<file path="src/rtl/div_pkg.sv">
// Shared definitions for the iterative signed divider: FSM states, widths and
// the most-negative-dividend constant used for overflow detection.
package div_pkg;

  localparam int DIV_N  = 8;
  localparam int DIV_DW = 2 * DIV_N;
  localparam int DIV_RW = DIV_N + 1;

  typedef enum logic [1:0] {
    ST_IDLE = 2'd0,
    ST_CALC = 2'd1,
    ST_FIX  = 2'd2
  } state_t;

  // Most negative 2n-bit two's complement value, right-aligned in 64 bits.
  function automatic logic [63:0] ovf_const(input int n);
    return 64'd1 << (2 * n - 1);
  endfunction

endpackage

</file>
<file path="src/rtl/div_step.sv">
// One restoring-division iteration on magnitudes, purely combinational.
// Zero latency; no handshake, the caller decides when to register the result.
module div_step
  import div_pkg::*;
#(
  parameter int N = DIV_N
) (
  input  logic [N:0]   rem_in,
  input  logic         dvd_bit,
  input  logic [N-1:0] dsr_mag,
  output logic [N:0]   rem_out,
  output logic         q_bit
);

  logic [N+1:0] shifted;
  logic [N+1:0] diff;

  always_comb begin
    shifted = {rem_in, dvd_bit};
    diff    = shifted - {2'b00, dsr_mag};
    // Partial remainder stays below the divisor, so bit N+1 of the
    // difference is a reliable borrow indicator.
    q_bit   = ~diff[N+1];
    rem_out = q_bit ? diff[N:0] : shifted[N:0];
  end

endmodule

</file>
<file path="src/rtl/seq_divider.sv">
// Signed 2N/N iterative divider, 2N+1 clocks per op; start is ignored while busy
// (no queueing). Optional SEQ_DIVIDER_DBZ_EN adds a divide-by-zero fast path and dbz flag.
module seq_divider
  import div_pkg::*;
#(
  parameter int N = DIV_N
) (
  input  logic              clk,
  input  logic              rst,
  input  logic              start,
  input  logic [2*N-1:0]    dividend,
  input  logic [N-1:0]      divisor,
  output logic              busy,
  output logic              done,
  output logic [2*N-1:0]    quotient,
  output logic [N-1:0]      remainder,
  output logic              ovf
`ifdef SEQ_DIVIDER_DBZ_EN
  ,
  output logic              dbz
`endif
);

  localparam int DW = 2 * N;
  localparam int CW = $clog2(DW);
  localparam logic [DW-1:0] OVF_DVD = DW'(ovf_const(N));

  state_t        state;
  logic [CW-1:0] cnt;
  logic [N:0]    rem;
  logic [DW-1:0] dvd;      // dividend magnitude, becomes quotient magnitude
  logic [N-1:0]  dsr_mag;
  logic          sgn_dd;
  logic          sgn_dv;
  logic          ovf_pend;
`ifdef SEQ_DIVIDER_DBZ_EN
  logic          dbz_pend;
`endif

  logic [DW-1:0] dd_mag;
  logic [N-1:0]  dv_mag;
  logic [N:0]    rem_nxt;
  logic          q_bit;
  logic [DW-1:0] q_fix;
  logic [N-1:0]  r_fix;

  always_comb begin
    dd_mag = dividend[DW-1] ? (~dividend + 1'b1) : dividend;
    dv_mag = divisor[N-1]   ? (~divisor + 1'b1)  : divisor;
    q_fix  = (sgn_dd ^ sgn_dv) ? (~dvd + 1'b1) : dvd;
    r_fix  = sgn_dd ? (~rem[N-1:0] + 1'b1) : rem[N-1:0];
  end

  div_step #(.N(N)) u_step (
    .rem_in  (rem),
    .dvd_bit (dvd[DW-1]),
    .dsr_mag (dsr_mag),
    .rem_out (rem_nxt),
    .q_bit   (q_bit)
  );

  always_ff @(posedge clk) begin
    if (rst) begin
      state     <= ST_IDLE;
      cnt       <= '0;
      rem       <= '0;
      dvd       <= '0;
      dsr_mag   <= '0;
      sgn_dd    <= 1'b0;
      sgn_dv    <= 1'b0;
      ovf_pend  <= 1'b0;
      busy      <= 1'b0;
      done      <= 1'b0;
      quotient  <= '0;
      remainder <= '0;
      ovf       <= 1'b0;
`ifdef SEQ_DIVIDER_DBZ_EN
      dbz_pend  <= 1'b0;
      dbz       <= 1'b0;
`endif
    end else begin
      done <= 1'b0;
      case (state)
        ST_IDLE: begin
          if (start) begin
            dvd      <= dd_mag;
            dsr_mag  <= dv_mag;
            sgn_dd   <= dividend[DW-1];
            sgn_dv   <= divisor[N-1];
            rem      <= '0;
            cnt      <= CW'(DW - 1);
            busy     <= 1'b1;
            ovf_pend <= (dividend == OVF_DVD) && (divisor == '1);
`ifdef SEQ_DIVIDER_DBZ_EN
            dbz      <= 1'b0;
            dbz_pend <= (divisor == '0);
            state    <= (divisor == '0) ? ST_FIX : ST_CALC;
`else
            state    <= ST_CALC;
`endif
          end
        end
        ST_CALC: begin
          rem <= rem_nxt;
          dvd <= {dvd[DW-2:0], q_bit};
          cnt <= cnt - 1'b1;
          if (cnt == '0) state <= ST_FIX;
        end
        ST_FIX: begin
          busy  <= 1'b0;
          done  <= 1'b1;
          state <= ST_IDLE;
`ifdef SEQ_DIVIDER_DBZ_EN
          if (dbz_pend) begin
            quotient  <= '0;
            remainder <= '0;
            ovf       <= 1'b0;
            dbz       <= 1'b1;
          end else begin
            quotient  <= q_fix;
            remainder <= r_fix;
            ovf       <= ovf_pend;
          end
`else
          quotient  <= q_fix;
          remainder <= r_fix;
          ovf       <= ovf_pend;
`endif
        end
        default: state <= ST_IDLE;
      endcase
    end
  end

endmodule
</file>
<file path="config.mk">
export PLATFORM = sky130hd
export DESIGN_NAME = seq_divider
export DESIGN_NICKNAME = d
export VERILOG_FILES = /design/src/rtl/div_pkg.sv /design/src/rtl/div_step.sv /design/src/rtl/seq_divider.sv
export SDC_FILE = /design/constraint.sdc
export NUM_CORES = 1
export LEC_CHECK = 0
export ABC_CLOCK_PERIOD_IN_PS = 2800
export BUFFER_PORTS_ARGS = -buffer_cell sky130_fd_sc_hd__buf_2
export CORE_MARGIN = 2
export CORE_UTILIZATION = 47
export CTS_BUF_LIST = sky130_fd_sc_hd__clkbuf_16
export CTS_CLUSTER_SIZE = 8
export DETAILED_ROUTE_END_ITERATION = 12
export GPL_TIMING_DRIVEN = 0
export PLACE_DENSITY = 0.78
export SETUP_SLACK_MARGIN = 0.1
export SYNTH_ARGS = -nofsm -noshare
export SYNTH_HDL_FRONTEND = slang
export SYNTH_HIERARCHICAL = 1
export SYNTH_SLANG_ARGS = --single-unit
</file>
<file path="constraint.sdc">
create_clock -name clk -period 2.8 [get_ports clk]
set_input_delay 0.56 -clock clk [delete_from_list [all_inputs] [get_ports clk]]
set_output_delay 0.56 -clock clk [all_outputs]
set_load 0.02 [all_outputs]
</file>
==> results of run 1 <==
==> power by group through the flow <==
| stage | registers, mW | logic, mW | clock network [mW] |
|---|---|---|---|
| final | 1.12 | 0.852 | 1.37 |
| after global routing | 1.13 | 0.942 | 1.43 |
| after CTS | 1.12 | 0.844 | 1.38 |
| after detailed placement | 1.14 | 0.833 | 0 |
| after global placement | 1.14 | 0.811 | 0 |
| after floorplan | 1.12 | 0.658 | 0 |
==> worst min-delay path by stage <==
stage                                           end  cells after the start  slack (ps)                       from
after floorplan               ovf_pend$_SDFFE_PP0P_                      2         430      ovf_pend$_SDFFE_PP0P_
after global placement    remainder[1]$_SDFFE_PP0P_                      2         430  remainder[1]$_SDFFE_PP0P_
after detailed placement  quotient[12]$_SDFFE_PP0P_                      2         440  quotient[12]$_SDFFE_PP0P_
after CTS                 quotient[12]$_SDFFE_PP0P_                      2         450  quotient[12]$_SDFFE_PP0P_
after global routing       quotient[5]$_SDFFE_PP0P_                      2         480   quotient[5]$_SDFFE_PP0P_
final                     quotient[12]$_SDFFE_PP0P_                      2         450  quotient[12]$_SDFFE_PP0P_
==> registers in the layout (all words and copies together), names as in the netlist <==
register,count
dvd,16
quotient,16
rem,9
dsr_mag,8
remainder,8
cnt,4
state,2
busy,1
done,1
ovf,1
ovf_pend,1
sgn_dd,1
sgn_dv,1
==> layer usage <==
layer	GRT usage [%]	share of wire (%)
met2	38.1	46
met5	0	0
met4	5.24	1.0
met1	30.1	44
met3	6.50	8.2
==> cell type report <==
class                   count  area [um2]  share of cell area [%]
repair buffers             51         255                    5.37
flip-flops and latches     69        1380                    29.1
well taps                 105         131                    2.77
plain buffers              29         116                    2.45
clock buffers               9         225                    4.74
inverters                  29         109                    2.29
multi-input cells         364        2390                    50.4
clock inverters             7         138                    2.90
==> logic make-up (layout without fill, tap and decap cells) <==
family,count (synthesis),after routing,share of synthesized area (%)
xor gates and xnor gates,38,38,8.32
DFF,69,69,34.5
and+or+nand+nor,163,163,20.7
muxes,11,11,3.38
buffers and inverters,58,125,5.63
adders and majority gates,15,15,4.88
AOI/OAI and AO/OA,137,137,22.5
==> cell usage in the layout (no fill, tap or decap), types with 8 or more instances in the layout <==
| cell type | instances |
|---|---|
| o31ai_1 | 12 |
| o21ai_0 | 26 |
| ha_1 | 14 |
| xor2_1 | 15 |
| xnor2_1 | 23 |
| or3_1 | 8 |
| a211oi_1 | 8 |
| buf_2 | 51 |
| nand2_1 | 52 |
| clkbuf_1 | 26 |
| a22oi_1 | 15 |
| a21oi_1 | 36 |
| dfxtp_1 | 69 |
| nor3_1 | 16 |
| clkbuf_16 | 9 |
| inv_1 | 28 |
| nand3_1 | 17 |
| nor2_1 | 29 |
| o22ai_1 | 8 |
==> worst max-delay path, delay by kind of cell, from the launching register on <==
family	cells	cell delay (ps)
AND/OR/NAND/NOR	5	640
AO/OA/AOI/OAI	2	520
buffers and inverters	1	90
flip-flops	1	420
adder cells (fa/ha/maj)	2	650
==> metrics.md, run 1 <==
| Metric | Value |
|---|---|
| Status | `finished, final reports clean` |
| Pwr Density | `704 nW/um2` |
| Finished Cell Area | `4750 um2` |
| Max Fclk | `0.405 GHz` |
| Final setup TNS | `0 ps` |
| YS warnings | `6` |
| Remaining DRCs | `0` |
| Routed wire length | `10.1 mm` |
| Top Ports | `54` |
| Final Util | `57.8%` |
| Fin crit share | `88.3%` |
| Row Count | `33` |
| Setup Crit Path Kind | `reg2reg` |
| Max Slew Vio Count | `0` |
| Initial core utilization | `48.7%` |
| Yosys reg bits | `69` |
| Placer Congestion | `0.867` |
| Clock tree buffer depth | `2` |
| Antenna cells | `0` |
| Crit path DAT | `2660 ps` |
| Antenna violations before repair | `0` |
| Critical Path Source Type | `flip-flop` |
| Root Driver | `clkbuf_16` |
| CP cell instances | `inv_1 > ha_1 > fa_1 > nand2b_1 > a2111oi_1 > nor2_1 > or4b_1 > nand3_1 > nand2_1 > a21oi_1` |
| # clock sinks | `69` |
| Dpl hpwl | `7.48 mm` |
| Final hold slack | `446 ps` |
| Top_reg_cell synth | `dfxtp_1` |
| Setup bufs post-CTS | `0` |
| Maxcap violations | `0` |
| Antenna-violating nets left | `0` |
| Cell taking the most area after synthesis | `dfxtp_1` |
| Number of global-route vias before repair | `3586` |
| Clock buffer count from CTS | `9` |
| Resize count post-CTS | `0` |
| Worst-path maximum fanout | `5` |
| Post-synth EDFFs | `0` |
| Core area | `8220 um2` |
| Layout cell share with drive strength beyond 1 | `15.8%` |
| Via count | `3822` |
| Initial DRC count | `221` |
| Most frequent cell after synthesis | `dfxtp_1` |
| Die width | `96.2 um` |
| Flop pwr share | `33.6%` |
| Reg2Reg Setup Slack | `330 ps` |
| Area grow syn2layout | `18.8%` |
| Sequential area share after synthesis | `34.5%` |
| TritonCTS clock tree | `built` |
| Clock skew | `6.05 ps` |
| Internal power | `2.38 mW` |
| Peak VDD IR | `0.391 mV` |
| Drt wl/cell | `15.2 um` |
| Total power | `3.34 mW` |
| Critical Path Start | `dvd[15]$_SDFFE_PP0P_` |
| Fin crit period | `2470 ps` |
| Reg2reg path depth | `10` |
| DRT Pass-1 Iters | `5` |
| Fillers | `725` |
| Dominant cells by area after synthesis | `dfxtp_1 (35%), xnor2_1 (5.0%), nand2_1 (4.9%)` |
| First-pass GRT wire length | `16.7 mm` |
| Comb power frac | `25.5%` |
| Largest net degree at the start of global routing | `13` |
| Gr usage total | `23.1%` |
| I/O Buffers | `51` |
| Die Y | `96.2 um` |
| Reg-to-Reg End | `rem[8]$_SDFFE_PP0P_` |
| Slowest cell on crit path | `a2111oi_1` |
| Mapped Area | `4000 um2` |
| Placed cell areas | `4390 um2` |
| Synth cell count leaders | `dfxtp_1 (69), nand2_1 (52), a21oi_1 (36)` |
| Clk_lat worst skew | `330 ps` |
| R2r startpoint | `dvd[15]$_SDFFE_PP0P_` |
| RSZ-0062 raised after global routing | `no` |
| Worst Setup EP | `rem[8]$_SDFFE_PP0P_` |
| Vias per std cell | `5.76` |
| Final nets | `595` |
| Mapped Cells | `491` |
| Post-place setup slack | `142 ps` |
| Slew margin rel. | `43.8%` |
| # H-tree levels | `3` |
| Max incr delay on CP | `450 ps` |
| Placed cells | `647` |
| Setup crit end kind | `flip-flop` |
| HP Class | `reg2reg` |
| Gr ovfl total | `0` |
| Worst slew pin tran | `835 ps` |
| Clock power share | `40.9%` |
| Syn Area/Cell | `8.14 um2` |
| Synth async-reset ratio | `0%` |
| Leakage | `1.89 nW` |
| Final hold vios | `0` |
| Switch Pwr | `0.963 mW` |
| Critical Path RT | `2990 ps` |
| Share of the synthesized area in the top cell type | `34.5%` |
| Full die area | `9260 um2` |
| Clk pin slew, worst setup/hold paths | `60 ps` |
| Hold-fix buffers at CTS | `0` |
| Non-Filler Instances | `663` |
| Yosys cell types | `59` |
| Final WS setup | `328 ps` |
| Syn Nets | `533` |
| Sw Ratio | `28.8%` |
| # setup viols final | `0` |
(Power assumes the default switching activity.)
==> inputs of run 2 (changes only) <==
CORE_UTILIZATION = 40   (was 47)
PLACE_DENSITY = 0.7   (was 0.78)
==> run 2 against run 1 <==
  * Worst setup slack lost 47 ps
  * Largest cell class unchanged
  * Cell count grew 4.2%
  * Sequential power barely moved
  * Clock skew fell by 0.67 ps
  * Fmax shrank 1.8%
  * Core utilization fell by 9.0 points
  * Critical path type unchanged
  * Routed wire length fell by 2.1%
  * First-iteration DRC count fell by 5.4%
  * Worst hold slack got worse by 1.2 ps
  * Clock-buffer cell count unchanged
  * Critical path depth unchanged
==> metrics.md, run 2 (synthesized netlist as in run 1, its figures left out) <==
| Metric | Value |
|---|---|
| Comb power frac | `26.3%` |
| Post-place setup slack | `119 ps` |
| Die Y | `104 um` |
| Final WS setup | `282 ps` |
| Fin crit share | `89.9%` |
| Slew margin rel. | `45.0%` |
| Maxcap violations | `0` |
| Leakage | `1.88 nW` |
| HP Class | `reg2reg` |
| Routed wire length | `9.85 mm` |
| Clock buffer count from CTS | `9` |
| Peak VDD IR | `0.309 mV` |
| Setup crit end kind | `flip-flop` |
| Setup bufs post-CTS | `0` |
| Start point of the worst hold path | `quotient[8]$_SDFFE_PP0P_` |
| Flop pwr share | `34.7%` |
| Dpl hpwl | `7.54 mm` |
| Fin crit period | `2520 ps` |
| Internal power | `2.28 mW` |
| First-pass GRT wire length | `16.6 mm` |
| Antenna-violating nets left | `0` |
| Hold Path Stages | `2` |
| # clock sinks | `69` |
| Final nets | `595` |
| Initial DRC count | `209` |
| Final Util | `48.8%` |
| RSZ-0062 raised after global routing | `no` |
| Worst slew pin tran | `818 ps` |
| Reg-to-Reg End | `rem[8]$_SDFFE_PP0P_` |
| Reg2reg path depth | `10` |
| Max Slew Vio Count | `0` |
| Total power | `3.23 mW` |
| Critical Path Source Type | `flip-flop` |
| TritonCTS clock tree | `built` |
| Clk_lat worst skew | `330 ps` |
| Reg2Reg Setup Slack | `280 ps` |
| DRT Pass-1 Iters | `5` |
| Status | `finished, final reports clean` |
| Final setup TNS | `0 ps` |
| I/O Buffers | `51` |
| CP cell instances | `inv_1 > ha_1 > fa_1 > nand2b_1 > a2111oi_1 > nor2_1 > or4b_1 > nand3_1 > nand2_1 > a21oi_1` |
| Clock power share | `39.0%` |
| Number of global-route vias before repair | `3476` |
| Gr ovfl total | `0` |
| Clk pin slew, worst setup/hold paths | `50 ps` |
| Critical Path Start | `dvd[15]$_SDFFE_PP0P_` |
| Max Fclk | `0.397 GHz` |
| Switch Pwr | `0.948 mW` |
| Worst-path maximum fanout | `5` |
| Setup Crit Path Kind | `reg2reg` |
| Hold-fix buffers at CTS | `0` |
| Row Count | `36` |
| Layout cell share with drive strength beyond 1 | `15.2%` |
| Pwr Density | `679 nW/um2` |
| Largest net degree at the start of global routing | `12` |
| Critical Path RT | `2990 ps` |
| # H-tree levels | `3` |
| Die width | `104 um` |
| Final hold vios | `0` |
| Via count | `3781` |
| Initial core utilization | `41.1%` |
| R2r startpoint | `dvd[15]$_SDFFE_PP0P_` |
| Clock skew | `5.38 ps` |
| Sw Ratio | `29.4%` |
| Resize count post-CTS | `0` |
| Core area | `9730 um2` |
| Crit path DAT | `2710 ps` |
| Root Driver | `clkbuf_16` |
| Placer Congestion | `0.873` |
| Commonest non-fill, non-tap cell in the layout | `dfxtp_1` |
| # setup viols final | `0` |
| Antenna violations before repair | `0` |
| Antenna cells | `0` |
| Drt wl/cell | `14.3 um` |
| Full die area | `10800 um2` |
| Clock tree buffer depth | `2` |
| Top Registers | `dvd x16, quotient x16, rem x9` |
| Area grow syn2layout | `18.8%` |
| Most frequent cells in the layout | `dfxtp_1 (69), nand2_1 (52), buf_2 (51), a21oi_1 (36)` |
| Slowest cell on crit path | `a2111oi_1` |
| Top Ports | `54` |
| Endpoint, Worst Hold | `quotient[8]$_SDFFE_PP0P_` |
| Remaining DRCs | `0` |
| Max incr delay on CP | `490 ps` |
| Vias per std cell | `5.47` |
| Gr usage total | `18.4%` |
## run 2: worst max path at each step
| stage | to | cells after the start |
|---|---|---|
| floorplan | dvd[14]$_SDFFE_PP0P_ | 6 |
| global placement | dvd[14]$_SDFFE_PP0P_ | 7 |
| detailed placement | dvd[14]$_SDFFE_PP0P_ | 7 |
| CTS | rem[8]$_SDFFE_PP0P_ | 10 |
| global route | rem[8]$_SDFFE_PP0P_ | 10 |
| finish | rem[8]$_SDFFE_PP0P_ | 10 |
## run 2: critical path, delay by kind of cell (launching register included)
family / cells / cell delay, ps
AO/OA/AOI/OAI: 2 / 550
adder cells (fa/ha/maj): 2 / 640
buffers and inverters: 1 / 90
flip-flops: 1 / 430
AND/OR/NAND/NOR: 5 / 670
## run 2: final cells by class
cell class,count,area (um2)
fill,918,4980
clock buffer,9,225
sequential,69,1380
multi-input combinational,364,2390
inverter,29,109
buffer,29,116
clock inverter,7,105
timing repair buffer,51,255
tap,133,166
## run 2: power by group through the flow
stage          Combinational (mW)  Clock, mW  Sequential, mW
6_report                    0.848       1.26            1.12
2_1_floorplan               0.658          0            1.12
5_1_grt                     0.928       1.30            1.13
4_1_cts                     0.838       1.26            1.12
3_3_place_gp                0.816          0            1.14
3_5_place_dp                0.833          0            1.14
## run 2: per-layer routing
| metal | global-route usage, % | up-vias | wire length, um |
|---|---|---|---|
| met4 | 5.79 | 0 | 89 |
| met3 | 3.63 | 11 | 564 |
| met2 | 28.7 | 132 | 4370 |
| li1 | - | 1887 | - |
| met1 | 25.7 | 1751 | 4830 |
| met5 | 0 | - | 0 |
## run 2: metrics by stage
step	cells	cell area [um2]	hold WS [ps]
6_report	691	4750	445
5_1_grt	691	4750	476
4_1_cts	691	4750	452
3_5_place_dp	675	4420	440
3_3_place_gp	675	4420	434
2_1_floorplan	491	4000	432
